==> src/rtl/fringe_generator.sv <==
// Quadrature fringe stream generator.
// Steps a four-phase {B,A} pattern until the internal position is within one
// step of the requested target. Each phase lasts a programmable number of
// accepted output beats, and the position moves on the falling edge of A.
module fringe_generator #(
  parameter int AXIS_TDATA_WIDTH = 32
) (
  input  logic                               aclk,
  input  logic                               aresetn,
  input  logic signed [AXIS_TDATA_WIDTH/2-1:0] FC_low_level,
  input  logic signed [AXIS_TDATA_WIDTH/2-1:0] FC_high_level,
  input  logic [4:0]                         FC_log_scale,
  input  logic [15:0]                        FC_hold_cycles,
  input  logic                               S_AXIS_tvalid,
  input  logic [AXIS_TDATA_WIDTH-1:0]        S_AXIS_tdata,
  output logic                               S_AXIS_tready,
  input  logic                               M_AXIS_tready,
  output logic                               M_AXIS_tvalid,
  output logic [AXIS_TDATA_WIDTH-1:0]        M_AXIS_tdata,
  output logic [AXIS_TDATA_WIDTH-1:0]        gen_position,
  output logic                               busy
);
  localparam int W  = AXIS_TDATA_WIDTH;
  localparam int HW = AXIS_TDATA_WIDTH / 2;

  // Phase (A,B): P0=(H,H) P1=(L,H) P2=(L,L) P3=(H,L)
  typedef enum logic [1:0] {P0 = 2'd0, P1 = 2'd1, P2 = 2'd2, P3 = 2'd3} phase_t;

  phase_t          phase_q, phase_d;
  logic            fwd_q, fwd_d;
  logic [15:0]     cnt_q, cnt_d;
  logic [W-1:0]    pos_q, pos_d;
  logic [W-1:0]    target_q, target_d;
  logic [W-1:0]    tdata_q, tdata_d;
  logic            tvalid_q;

  logic [15:0]     hold_eff;
  logic            accept;
  logic            last_beat;
  logic signed [W:0] step_ext;
  logic signed [W:0] diff;
  logic signed [W:0] neg_diff;
  logic [HW-1:0]   lvl_a;
  logic [HW-1:0]   lvl_b;

  assign S_AXIS_tready = 1'b1;
  assign M_AXIS_tvalid = tvalid_q;
  assign M_AXIS_tdata  = tdata_q;
  assign gen_position  = pos_q;
  assign busy          = (phase_q != P0);

  // Next-state: beat counting, fringe decision, position update and output levels
  always_comb begin
    phase_d   = phase_q;
    fwd_d     = fwd_q;
    cnt_d     = cnt_q;
    pos_d     = pos_q;
    target_d  = S_AXIS_tvalid ? S_AXIS_tdata : target_q;
    tdata_d   = tdata_q;
    hold_eff  = (FC_hold_cycles == 16'd0) ? 16'd1 : FC_hold_cycles;
    accept    = tvalid_q & M_AXIS_tready;
    last_beat = (cnt_q == hold_eff - 16'd1);
    // Signed distance in one extra bit so the subtraction cannot overflow
    step_ext  = $signed({{W{1'b0}}, 1'b1} << FC_log_scale);
    diff      = $signed({target_q[W-1], target_q}) - $signed({pos_q[W-1], pos_q});
    neg_diff  = -diff;

    if (accept) begin
      if (last_beat) begin
        cnt_d = 16'd0;
        unique case (phase_q)
          P0: begin
            if (diff >= step_ext) begin
              // Forward fringe: A falls now with B high, position advances
              phase_d = P1;
              fwd_d   = 1'b1;
              pos_d   = pos_q + step_ext[W-1:0];
            end else if (neg_diff >= step_ext) begin
              phase_d = P3;
              fwd_d   = 1'b0;
            end
          end
          P1: phase_d = fwd_q ? P2 : P0;
          P2: phase_d = fwd_q ? P3 : P1;
          P3: begin
            if (fwd_q) begin
              phase_d = P0;
            end else begin
              // Backward fringe: A falls here with B low, position retreats
              phase_d = P2;
              pos_d   = pos_q - step_ext[W-1:0];
            end
          end
          default: phase_d = P0;
        endcase
      end else begin
        cnt_d = cnt_q + 16'd1;
      end
    end

    lvl_a = (phase_d == P0 || phase_d == P3) ? FC_high_level : FC_low_level;
    lvl_b = (phase_d == P0 || phase_d == P1) ? FC_high_level : FC_low_level;
    // Output data is held while a presented beat is stalled
    if (M_AXIS_tready || !tvalid_q) begin
      tdata_d = {lvl_b, lvl_a};
    end
  end

  // State registers with synchronous active-low reset
  always_ff @(posedge aclk) begin
    if (!aresetn) begin
      phase_q  <= P0;
      fwd_q    <= 1'b1;
      cnt_q    <= 16'd0;
      pos_q    <= '0;
      target_q <= '0;
      tdata_q  <= '0;
      tvalid_q <= 1'b0;
    end else begin
      phase_q  <= phase_d;
      fwd_q    <= fwd_d;
      cnt_q    <= cnt_d;
      pos_q    <= pos_d;
      target_q <= target_d;
      tdata_q  <= tdata_d;
      tvalid_q <= 1'b1;
    end
  end
endmodule

==> config.mk <==
export PLATFORM = sky130hd
export DESIGN_NAME = fringe_generator
export DESIGN_NICKNAME = d
export VERILOG_FILES = /design/src/rtl/fringe_generator.sv
export SDC_FILE = /design/constraint.sdc
export NUM_CORES = 1
export LEC_CHECK = 0
export CAP_MARGIN = 15
export CELL_PAD_IN_SITES_DETAIL_PLACEMENT = 0
export CELL_PAD_IN_SITES_GLOBAL_PLACEMENT = 2
export CORE_MARGIN = 3
export CORE_UTILIZATION = 41
export DETAILED_ROUTE_END_ITERATION = 10
export DONT_BUFFER_PORTS = 1
export PLACE_DENSITY_LB_ADDON = 0.1
export SKIP_CTS_REPAIR_TIMING = 1
export SLEW_MARGIN = 20
export SYNTH_ARGS = -nofsm -noshare
export SYNTH_HDL_FRONTEND = slang
export SYNTH_SLANG_ARGS = --single-unit
==> constraint.sdc <==
create_clock -name aclk -period 10.5 [get_ports aclk]
set_clock_uncertainty 0.05 [all_clocks]
set_input_delay 2.625 -clock aclk [delete_from_list [all_inputs] [get_ports aclk]]
set_output_delay 2.625 -clock aclk [all_outputs]
set_load 0.05 [all_outputs]
# Yosys cells after proc, flatten, opt, wreduce, memory -nomap -nowiden
# Index checks and enable logic that the tools add are counted.
dict set report word_totals {
  memories 0
  elab_cells 55
  ff_bits 116
  mem_bits_rw 0
  latchBits 0
  in_bits 89
  mem_bits_ro 0
}
dict set report classes {
  magnitude_cmp 2
  n_mux 18
  bitwise 1
  add_sub_neg 6
  eq_ne 8
  shifts 1
  n_mul 0
  reduce_logical 12
  n_div 0
}
# op n
set op_table {}
lappend op_table {{>= comparator 33 bit} 2}
lappend op_table {{two-way mux 16 bit} 4}
lappend op_table {{two-way mux 32 bit} 2}
lappend op_table {{one-hot mux 32 bit (2 select lines)} 1}
lappend op_table {{negator 33 bit} 1}
lappend op_table {{<< shifter 1 x 5 -> 33 bit (first input constant)} 1}
lappend op_table {{subtractor 32 x 32 -> 33 bit} 1}
lappend op_table {{adder 32 bit} 1}
lappend op_table {{subtractor 32 bit} 1}
lappend op_table {{adder 16 x 1 -> 16 bit (second input constant)} 1}
lappend op_table {{equality test 16 bit} 1}
lappend op_table {{zero test 16 bit} 1}
lappend op_table {{subtractor 16 x 1 -> 16 bit (second input constant)} 1}
lappend op_table {{two-way mux 2 bit} 7}
lappend op_table {{one-hot mux 2 bit (4 select lines)} 1}
lappend op_table {{equality test 2 bit (second input constant)} 3}
lappend op_table {{nonzero test 2 bit} 3}
lappend op_table {{AND reduction 5 bit} 1}
lappend op_table {{equality test 2 x 1 -> 1 bit (second input constant)} 2}
lappend op_table {{zero test 2 bit} 2}
lappend op_table {{inequality test 2 bit (second input constant)} 2}
lappend op_table {{AND reduction 4 bit} 1}
lappend op_table {{logical OR 1 bit} 3}
lappend op_table {{two-way mux 1 bit} 3}
lappend op_table {{other kinds (2)} 2}

# Depth between registers and ports, before layout
# Gate-level depths: netlist of the first run.
dict set report logic_depth {
  ltp_word 11
  ltp_mapped 29
  depth_no_buf 28
}

# Least setup slack after synthesis of the first run
# OpenSTA, ideal clock, no wires.
dict set report synth_path {
  path_type {input port to flip-flop}
  from {input port FC_hold_cycles[5]}
  to {register tdata_q[10], in the netlist M_AXIS_tdata[10]}
  t_arrival_ns 7.379
  path_buffers 4
  setup_ns 0.137
  path_slack_ns 2.933
  t_required_ns 10.313
  stages 21
  path_cell_list {buf_6 nor4_1 nand4_1 nor2_1 nor2_1 ha_1 or4b_1 clkbuf_1 or4_4 o211ai_2 o211ai_2 a2111oi_4 o2111ai_2 a31o_1 or4_1 and2_1 ha_1 clkbuf_1 buf_1 mux2i_1 a211oi_1}
}
dict set report synth_via {
  elab_chain_len 9
  elab_cells_between_ends 10
  cone_classes {1 x add/sub; 2 x eq/ne; 4 x mux; 3 x reduce/logical}
}
# element line_no
set synth_lines {}
lappend synth_lines {{start: declaration} 13} ;# input logic [15:0] FC_hold_cycles,
lappend synth_lines {{zero test 16 bit} 60} ;# hold_eff = (FC_hold_cycles == 16'd0) ? 16'd1 : FC_hold_cycles;
lappend synth_lines {{two-way mux 16 bit (*)} 60}
lappend synth_lines {{subtractor 16 x 1 -> 16 bit (*)} 62} ;# last_beat = (cnt_q == hold_eff - 16'd1);
lappend synth_lines {{equality test 16 bit (*)} 62}
lappend synth_lines {{two-way mux 2 bit (*)} 69} ;# if (last_beat) begin
lappend synth_lines {{two-way mux 2 bit (*)} 68} ;# if (accept) begin
lappend synth_lines {{equality test 2 bit or zero test 2 bit (tied branches)} 101} ;# lvl_a = (phase_d == P0 || phase_d == P3) ? FC_high_level : FC_low_level;
lappend synth_lines {{logical OR 1 bit (*)} 101}
lappend synth_lines {{two-way mux 16 bit (*)} 101}
lappend synth_lines {{end signal: assignment} 125} ;# tdata_q <= tdata_d;
lappend synth_lines {{end: declaration} 34} ;# logic [W-1:0] tdata_q, tdata_d;
# Every way passes the cells marked *; elsewhere a longest branch is shown, timed or not.
# A chain may end at the register's enable or synchronous reset.

# Worst setup path in the final report of the first run
dict set report layout_path {
  from {register pos_q[1], in the netlist gen_position[1]}
  to {register tdata_q[29], in the netlist M_AXIS_tdata[29]}
}
dict set report layout_via {
  elab_chain_len 11
  elab_cells_between_ends 13
  cone_classes {2 x add/sub; 2 x order compare; 1 x eq/ne; 6 x mux; 2 x reduce/logical}
}
# element line_no
set layout_lines {}
lappend layout_lines {{start: declaration} 32} ;# logic [W-1:0] pos_q, pos_d;
lappend layout_lines {{start signal: assignment} 123} ;# pos_q <= pos_d;
lappend layout_lines {{subtractor 32 x 32 -> 33 bit (*)} 65} ;# diff = $signed({target_q[W-1], target_q}) - $signed({pos_q[W-1], pos_q});
lappend layout_lines {{negator 33 bit} 66} ;# neg_diff = -diff;
lappend layout_lines {{>= comparator 33 bit} 78} ;# end else if (neg_diff >= step_ext) begin
lappend layout_lines {{two-way mux 2 bit} 78}
lappend layout_lines {{two-way mux 2 bit (*)} 73} ;# if (diff >= step_ext) begin
lappend layout_lines {{one-hot mux 2 bit (4 select lines) (*)} 71} ;# unique case (phase_q)
lappend layout_lines {{two-way mux 2 bit (*)} 69}
lappend layout_lines {{two-way mux 2 bit (*)} 68}
lappend layout_lines {{via phase_d[0]} 29} ;# phase_t phase_q, phase_d;
lappend layout_lines {{equality test 2 x 1 -> 1 bit or zero test 2 bit (tied branches)} 102} ;# lvl_b = (phase_d == P0 || phase_d == P1) ? FC_high_level : FC_low_level;
lappend layout_lines {{logical OR 1 bit (*)} 102}
lappend layout_lines {{two-way mux 16 bit (*)} 102}
# Mark *: on every way through the listed nets, which the timed path passes. The rest lies on a longest branch.

==> flow_metrics.py, run 1 <==
metrics = {
    "sta": {
        "whs_ps": 406,
        "finalHoldViolations": 0,
        "worst_slack_ps": 2400,
        "slew_violations": 0,
        "slew_headroom_pct": 27.6,
        "worst-slew-pin-transition_ps": 1080,
        "tns_ps": 0,
        "fmax_mhz": 123,
        "rsz0062_at_grt": "false",
        "period_share_pct": 77.1,
        "min_period_ps": 8100,
        "setup_viol_count_final": 0,
    },
    "worst_setup_path": {
        "worstRegToRegCells": 26,
        "cp_common_cell": "a21o_1",
        "crit_arrival_ps": 8370,
        "critPathSlowestCell": "nor4b_1",
        "cp-end-kind": "register",
        "r2r-end": "M_AXIS_tdata[29]",
        "cp.required_ps": 10770,
        "startpoint_type": "register",
        "critPathKind": "reg -> reg",
        "critPathMaxStageDelay_ps": 850,
        "ff2ff_setup_slack_ps": 2400,
        "rr_startpoint": "gen_position[1]",
        "cp_max_fo": 17,
    },
    "synth": {
        "yosysMostFrequentCell": "nor2_1",
        "ys_async_sr_fraction_pct": 0,
        "ys_types": 85,
        "synth.cell_area_um2": 11500,
        "seq_area_frac_synth_pct": 20.2,
        "yosys_warnings": 0,
        "synth.area.top_cells": "dfxtp_1 (20%), ha_1 (14%), mux2i_1 (6.9%), nor2_1 (6.5%), nand2_1 (5.2%)",
        "yosysTopAreaCell": "dfxtp_1",
        "synthCells": 1505,
        "syn-num-nets": 1728,
        "avgSynthCellArea_um2": 7.65,
        "synth_edf_count": 0,
        "synth_common_cells": "nor2_1 (199), nand2_1 (160), ha_1 (132)",
        "ys_ff_latch": 116,
        "synth_ff_type": "dfxtp_1",
        "yosys.area.top_type_share_pct": 20.2,
    },
    "cts": {
        "insertion_delay_ps": 430,
        "htree_levels": 4,
        "clk_pin_slew_ps": 70,
        "clockRootBuffer": "clkbuf_16",
        "cts_tree": "yes",
        "clockBufferDepth": 2,
        "cts.sinks": 116,
        "cts_inserted_buffers": 17,
    },
    "floorplanning": {
        "die_h_um": 174,
        "die_w_um": 174,
        "io_pins": 156,
        "num_rows": 60,
        "die_area_um2": 30100,
        "core-area_um2": 27300,
        "start_util_pct": 42.2,
    },
    "global_route": {
        "grt_max_degree": 94,
        "grt_pass1_wl_mm": 56.6,
        "antenna_found_initial": 0,
        "grt_pass1_vias": 10100,
        "track_usage_pct": 23.2,
        "grt-ovfl-total": 0,
    },
    "layout": {
        "n_fill_cell": 2832,
        "insertedDiodeCount": 0,
        "nets": 1685,
        "drive_above_1_share_pct": 4.54,
        "fin_cells": 1847,
        "syn_to_final_growth_pct": 7.11,
    },
    "power": {
        "ir_worst_vdd_uv": 104,
        "power_uw": 1670,
        "powerDensity_nw_per_um2": 136,
        "leakage_uw": 0.00501,
    },
    "placement": {
        "routabilityCongestion": 0.850,
        "dpl.cell_count": 1815,
        "io_buffers": 0,
        "hpwl_mm": 28.3,
        "pre_cts_slack_ps": 2120,
    },
    "detailed_routing": {
        "drt_iter0_markers": 584,
        "wl_per_cell_um": 19.3,
        "dr.pass1.iters": 5,
        "num_vias": 10500,
        "drcViolationCount": 0,
        "postRouteAntennaNets": 0,
        "via_per_inst": 5.67,
        "drt_wl_total_mm": 35.6,
    },
    "worst_hold_path": {
        "worstHoldStart": "fwd_q",
        "holdPathStages": 1,
        "min_path_type": "reg -> reg",
        "whs_endpoint": "fwd_q",
    },
    "run": {
        "drv_cap": 0,
    },
    "run_status": {
        "outcome": "finished clean",
    },
}
-- cells by family after synthesis --
logic type	after synthesis	synth area share [%]
mux	83	7.26
xor+xnor	116	8.89
other cells	1	0.0326
fa+ha+maj	134	14.7
compound gates	367	21.9
buf+inv	126	4.39
simple gates	562	22.6
flops	116	20.2
-- worst max path at each step --
stage,from,to,slack [ps],cells past startpoint
after floorplan,FC_hold_cycles[5],M_AXIS_tdata[10],2930,21
after global placement,FC_hold_cycles[5],M_AXIS_tdata[31],2140,18
after detailed placement,gen_position[1],M_AXIS_tdata[25],2120,26
after CTS,gen_position[1],M_AXIS_tdata[29],2030,26
after global routing,gen_position[1],M_AXIS_tdata[29],1610,26
final,gen_position[1],M_AXIS_tdata[29],2400,26
-- final cells by class --
type                       instances  area (um2)  area share, %
multi-input combinational       1263        8690           70.5
tap                              372         465           3.78
clock inverter                    15         168           1.36
inverter                          61         230           1.87
timing repair buffer               3        22.5          0.183
sequential                       116        2320           18.8
clock buffer                      17         425           3.45
-- state kept, by name, summed over array words and instances, names as in the netlist --
signal         cells
target_q          32
cnt_q             16
M_AXIS_tdata      32
M_AXIS_tvalid      1
gen_position      32
phase_q            2
fwd_q              1
-- metrics by stage --
step | cell area [um2] | utilization, %
after floorplan | 11500 | -
after global placement | 11700 | 43.1
after detailed placement | 11700 | 43.1
after CTS | 12300 | 45.2
after global routing | 12300 | 45.2
final | 12300 | 45.2
-- routing by layer --
layer  GRT usage, %  share of wire [%]  vias up
met2           37.8                 46      219
li1               -                  -     5389
met4           5.37                1.6        0
met5              0                  0        -
met3           4.93                5.3       23
met1           31.4                 47     4850
-- cell usage in the layout (no fill, tap or decap), types with 6 or more instances in the layout --
| cell type | Yosys | final |
|---|---|---|
| o31ai_1 | 6 | 6 |
| nor2_1 | 199 | 198 |
| o211ai_1 | 7 | 7 |
| nand3_1 | 41 | 41 |
| nand2_1 | 160 | 160 |
| dfxtp_1 | 116 | 116 |
| a31oi_1 | 10 | 10 |
| a21oi_1 | 80 | 80 |
| nor2b_1 | 14 | 14 |
| nor4_1 | 10 | 10 |
| inv_1 | 61 | 60 |
| a221o_1 | 6 | 6 |
| mux2i_1 | 79 | 79 |
| a311oi_1 | 20 | 20 |
| a21o_1 | 46 | 46 |
| xor2_1 | 57 | 57 |
| xnor2_1 | 58 | 58 |
| or2_2 | 8 | 8 |
| or3_1 | 8 | 8 |
| and3_1 | 15 | 15 |
| o21ai_0 | 78 | 78 |
| nor3_1 | 30 | 30 |
| o21a_1 | 11 | 11 |
| nand4_1 | 23 | 23 |
| ha_1 | 132 | 132 |
| and2_1 | 10 | 10 |
| a211oi_1 | 26 | 26 |
| clkbuf_16 | 0 | 17 |
| o21bai_1 | 8 | 8 |
| nand2b_1 | 14 | 13 |
| inv_6 | 0 | 8 |
-- critical path, delay by kind of cell, from the launching register on --
| kind | cells | cell delay [ps] |
|---|---|---|
| buf+inv | 1 | 100 |
| fa+ha+maj | 3 | 1030 |
| xor+xnor | 1 | 160 |
| compound gates | 10 | 1990 |
| simple gates | 10 | 3440 |
| flops | 1 | 800 |
| mux | 1 | 390 |
-- report_power, final --
| group | internal (uW) | leakage [uW] | total (uW) | switching, uW |
|---|---|---|---|---|
| sequential | 461 | 0.000950 | 521 | 59.8 |
| combinational | 229 | 0.00377 | 552 | 322 |
| clock | 356 | 0.000292 | 600 | 244 |
Power figures use the tool's default switching activity.
==> run 2: changes to the inputs <==
CORE_UTILIZATION = 34   (was 41)
clock period = 7.2 ns   (was 10.5 ns; I/O delays follow)
==> run 2 against run 1 <==
  * Via count grew 2.7%
  * Power grew 50%
  * Clock power grew 53%
  * Fmax grew 21%
  * Clock-buffer cell count grew 2
  * Global-route usage shrank 2.2 points
  * Critical path type unchanged
  * Largest cell class unchanged
  * Largest power group unchanged
==> flow_metrics.py, run 2 (same netlist as run 1, synthesis figures left out) <==
metrics = {
    "run_status": {
        "outcome": "finished clean",
    },
    "sta": {
        "finalHoldViolations": 0,
        "slew_violations": 0,
        "whs_ps": 402,
        "min_period_ps": 6690,
        "period_share_pct": 93.0,
        "slew_headroom_pct": 37.8,
        "worst-slew-pin-transition_ps": 921,
        "fmax_mhz": 149,
        "tns_ps": 0,
        "setup_viol_count_final": 0,
        "rsz0062_at_grt": "false",
    },
    "global_route": {
        "antenna_found_initial": 0,
        "grt_max_degree": 67,
        "grt_pass1_vias": 10300,
        "grt_pass1_wl_mm": 59.2,
        "track_usage_pct": 20.9,
        "grt-ovfl-total": 0,
    },
    "detailed_routing": {
        "num_vias": 10800,
        "via_per_inst": 5.47,
        "drcViolationCount": 0,
        "dr.pass1.iters": 6,
        "wl_per_cell_um": 19.3,
        "postRouteAntennaNets": 0,
        "drt_wl_total_mm": 38.0,
        "drt_iter0_markers": 592,
    },
    "layout": {
        "utilization_pct": 39.0,
        "layout_commonest_cell": "nor2_1",
        "nets": 1736,
        "layout_common_cells": "nor2_1 (199), nand2_1 (160), ha_1 (132)",
        "n_fill_cell": 3482,
        "seqCellArea_um2": 2320,
        "multi_input_area_um2": 8730,
        "insertedDiodeCount": 0,
        "drive_above_1_share_pct": 7.99,
        "syn_to_final_growth_pct": 11.7,
        "fin_cells": 1968,
        "final_area_um2": 12900,
    },
    "worst_setup_path": {
        "cp-end-kind": "register",
        "cp.required_ps": 7500,
        "cp_max_fo": 16,
        "crit_arrival_ps": 7000,
        "critPathKind": "reg -> reg",
        "startpoint_type": "register",
    },
    "floorplanning": {
        "die_w_um": 190,
        "io_pins": 156,
        "die_area_um2": 36100,
        "die_h_um": 190,
        "num_rows": 66,
        "start_util_pct": 34.9,
        "core-area_um2": 32900,
    },
    "cts": {
        "htree_levels": 4,
        "cts_inserted_buffers": 17,
        "clockRootBuffer": "clkbuf_16",
        "cts_tree": "yes",
        "insertion_delay_ps": 450,
        "cts.sinks": 116,
        "clk_pin_slew_ps": 70,
        "clockBufferDepth": 2,
    },
    "power": {
        "leakage_uw": 0.00529,
        "ir_worst_vdd_uv": 170,
        "powerDensity_nw_per_um2": 195,
    },
    "worst_hold_path": {
        "min_path_type": "reg -> reg",
    },
    "placement": {
        "routabilityCongestion": 0.849,
        "dpl.cell_count": 1936,
        "io_buffers": 0,
        "place_area_um2": 12200,
        "hpwl_mm": 30.4,
    },
    "run": {
        "drv_cap": 0,
    },
}
[run 2: worst max-delay path, cell delays in order, from the launching register on]
cell and delay (ps):
dfxtp_1 390, inv_1 60, ha_1 280, nor2b_1 140, o31a_1 320, a211oi_4 510
o21ai_0 290, a21oi_1 230, xnor2_1 110, or4_1 630, nor2_1 300, nand2_1 110
xor2_1 160, ha_1 310, a21o_1 160, a21o_1 170, a21o_1 170, a211oi_1 240
a21o_1 190, a31o_1 220, nor2_1 80, a311oi_1 380, and2_1 220, ha_1 230
buf_4 230, mux2i_1 150, a211oi_1 240
[run 2: per-layer routing]
layer  global-route usage (%)  wire, um  part of all wire (%)
met3                     4.90      2130                   5.6
met4                     4.24       305                  0.80
met1                     28.6     18000                    47
met2                     33.7     17500                    46
met5                        0         0                     0
[run 2: cell type report]
cell class,count,share of cell area [%]
flip-flops and latches,116,18.1
inverters,61,1.79
clock inverters,13,1.34
well taps,442,4.30
clock buffers,19,3.45
repair buffers,54,3.15
multi-input cells,1263,67.9
[run 2: through the flow]
step | power, uW | setup WS (ps)
2_1_floorplan | 1400 | 313
4_1_cts | 2540 | 364
6_report | 2510 | 507
3_5_place_dp | 1590 | 345
5_1_grt | 2680 | 20.1
3_3_place_gp | 1600 | 368
[run 2: path summary, 6_finish.rpt]
path	startpoint	slack [ps]	end	depth (start not counted)
worst max-delay path	gen_position[1]	510	M_AXIS_tdata[11]	26
worst max register to register	gen_position[1]	510	M_AXIS_tdata[11]	26
worst min-delay path	fwd_q	400	fwd_q	1
worst min register to register	fwd_q	400	fwd_q	1
[run 2: report_power, final]
part           leakage (uW)  switching (uW)  internal [uW]  total [uW]
combinational       0.00405             480            351         831
clock              0.000288             357            559         915
sequential         0.000950            86.5            672         759
==> run 3: changes to the inputs <==
ABC_AREA = 1   (was not set)
CAP_MARGIN = 20   (was 15)
CORE_ASPECT_RATIO = 1.1   (was not set)
CORE_UTILIZATION = 32   (was 34)
==> run 3 against run 2 <==
  * Fmax up 5.9%
  * Hold slack improved by 12 ps
  * Power up 1.4%
  * Synthesized cell count grew 42%
  * First-iteration DRC count rose by 16%
  * Register-to-register slack gained 370 ps
  * Routed wire length is 24% higher
  * Sequential power is 3.4% lower
  * Global-route usage rose by 0.95 points
  * Design area rose by 9.6%
  * Clock power down 6.1%
  * Combinational power grew 14%
  * Critical endpoint is now M_AXIS_tdata[17]
==> flow_metrics.py, run 3 <==
metrics = {
    "run_status": {
        "outcome": "finished clean",
    },
    "synth": {
        "yosysTopAreaCell": "dfxtp_1",
        "avgSynthCellArea_um2": 6.03,
        "synthCells": 2132,
        "seq_area_frac_synth_pct": 18.1,
        "ys_async_sr_fraction_pct": 0,
        "ys_types": 58,
        "synth_edf_count": 0,
        "yosys.area.top_type_share_pct": 18.1,
        "synth_common_cells": "nand2_1 (501), inv_1 (362), nor2_1 (307)",
        "synth.area.top_cells": "dfxtp_1 (18%), nand2_1 (15%), ha_1 (13%), inv_1 (11%), nor2_1 (9.0%)",
        "yosysMostFrequentCell": "nand2_1",
        "yosys_warnings": 0,
        "synth_ff_type": "dfxtp_1",
        "ys_ff_latch": 116,
        "syn-num-nets": 2355,
        "synth.cell_area_um2": 12900,
    },
    "global_route": {
        "grt-ovfl-total": 0,
        "antenna_found_initial": 0,
        "grt_pass1_vias": 12900,
        "track_usage_pct": 21.9,
        "grt_pass1_wl_mm": 72.4,
        "grt_max_degree": 100,
    },
    "layout": {
        "layout_commonest_cell": "nand2_1",
        "syn_to_final_growth_pct": 9.61,
        "drive_above_1_share_pct": 6.78,
        "insertedDiodeCount": 0,
        "n_fill_cell": 4469,
        "fin_cells": 2660,
        "nets": 2363,
        "layout_common_cells": "nand2_1 (501), inv_1 (362), nor2_1 (307)",
    },
    "detailed_routing": {
        "num_vias": 13000,
        "wl_per_cell_um": 17.6,
        "drcViolationCount": 0,
        "drt_wl_total_mm": 46.9,
        "via_per_inst": 4.89,
        "dr.pass1.iters": 5,
        "drt_iter0_markers": 687,
        "postRouteAntennaNets": 0,
    },
    "cts": {
        "clockBufferDepth": 2,
        "cts_tree": "yes",
        "cts.sinks": 116,
        "clk_pin_slew_ps": 70,
        "cts_inserted_buffers": 17,
        "clockRootBuffer": "clkbuf_16",
        "htree_levels": 4,
        "insertion_delay_ps": 460,
    },
    "placement": {
        "hpwl_mm": 39.0,
        "io_buffers": 0,
        "routabilityCongestion": 0.948,
        "pre_cts_slack_ps": 894,
        "dpl.cell_count": 2628,
    },
    "sta": {
        "min_period_ps": 6320,
        "finalHoldViolations": 0,
        "slew_headroom_pct": 36.5,
        "tns_ps": 0,
        "worst_slack_ps": 878,
        "worst-slew-pin-transition_ps": 953,
        "rsz0062_at_grt": "false",
        "period_share_pct": 87.8,
        "fmax_mhz": 158,
        "slew_violations": 0,
        "setup_viol_count_final": 0,
    },
    "worst_hold_path": {
        "min_path_type": "reg -> reg",
        "holdPathStages": 2,
        "worstHoldStart": "fwd_q",
        "whs_endpoint": "fwd_q",
    },
    "worst_setup_path": {
        "path_delay_family": "simple AND/OR/NAND/NOR gates",
        "critPathBufInv": 8,
        "cp.required_ps": 7500,
        "cp_max_fo": 17,
        "cp-end-kind": "register",
        "critPathKind": "reg -> reg",
        "worstRegToRegCells": 38,
        "r2r-end": "M_AXIS_tdata[17]",
        "cp_common_cell": "nand2_1",
        "startpoint_type": "register",
        "cp-startpoint": "gen_position[6]",
        "critPathMaxStageDelay_ps": 690,
        "rr_startpoint": "gen_position[6]",
        "crit_arrival_ps": 6620,
        "critPathSlowestCell": "dfxtp_1",
        "ff2ff_setup_slack_ps": 880,
    },
    "run": {
        "drv_cap": 0,
    },
    "floorplanning": {
        "core-area_um2": 39400,
        "die_w_um": 197,
        "io_pins": 156,
        "num_rows": 76,
        "die_h_um": 216,
        "start_util_pct": 32.6,
        "die_area_um2": 42600,
    },
    "power": {
        "ir_worst_vdd_uv": 178,
        "powerDensity_nw_per_um2": 180,
        "leakage_uw": 0.00732,
    },
}
[run 3: cells by family (layout without fill, tap and decap cells)]
kind of cell    Yosys count  after routing  share of synthesized area [%]
flops                   116            116                           18.1
fa+ha+maj               134            134                           13.2
compound gates          306            306                           13.3
other cells               1              1                         0.0292
xor+xnor                104            104                           7.60
simple gates           1049           1049                           35.2
buf+inv                 422            443                           12.7
[run 3: per-layer routing]
metal | up-vias | part of all wire (%) | global-route usage [%]
li1 | 6792 | - | -
met1 | 5897 | 48 | 29.2
met2 | 251 | 46 | 36.0
met3 | 56 | 3.7 | 3.25
met4 | 0 | 2.8 | 7.72
met5 | - | 0 | 0
[run 3: worst max-delay path by stage]
stage,endpoint,slack (ps),cells after the start
6_report,M_AXIS_tdata[17],880,38
5_1_grt,M_AXIS_tdata[29],240,35
4_1_cts,M_AXIS_tdata[17],880,35
3_5_place_dp,M_AXIS_tdata[17],890,35
3_3_place_gp,M_AXIS_tdata[31],860,35
2_1_floorplan,M_AXIS_tdata[31],1970,31
[run 3: final cells by class]
type	count	area [um2]	area share, %
clock inverters	15	131	0.933
inverters	380	1430	10.2
well taps	507	634	4.50
clock buffers	17	425	3.02
multi-input cells	1594	8900	63.2
flip-flops and latches	116	2320	16.5
repair buffers	31	240	1.71
[run 3: report_power, final]
| part | leakage, uW | switching (uW) | total (uW) | internal, uW |
|---|---|---|---|---|
| logic | 0.00609 | 627 | 949 | 322 |
| clock network | 0.000274 | 405 | 859 | 454 |
| registers | 0.000952 | 65.0 | 733 | 668 |
| total | 0.00732 | 1100 | 2540 | 1440 |
[run 3: metrics by stage]
stage	hold slack (ps)	utilization [%]	total power [uW]	area [um2]
after floorplan	368	-	1460	12900
after global placement	385	34.3	1690	13500
after detailed placement	397	34.4	1690	13500
after CTS	415	35.8	2570	14100
after global routing	426	35.8	2730	14100
final	413	35.8	2540	14100
[run 3: tightest hold or removal path: stages, from the launching register on]
cell and delay [ps]:
dfxtp_1 320, nand2_1 70, nand2_1 40
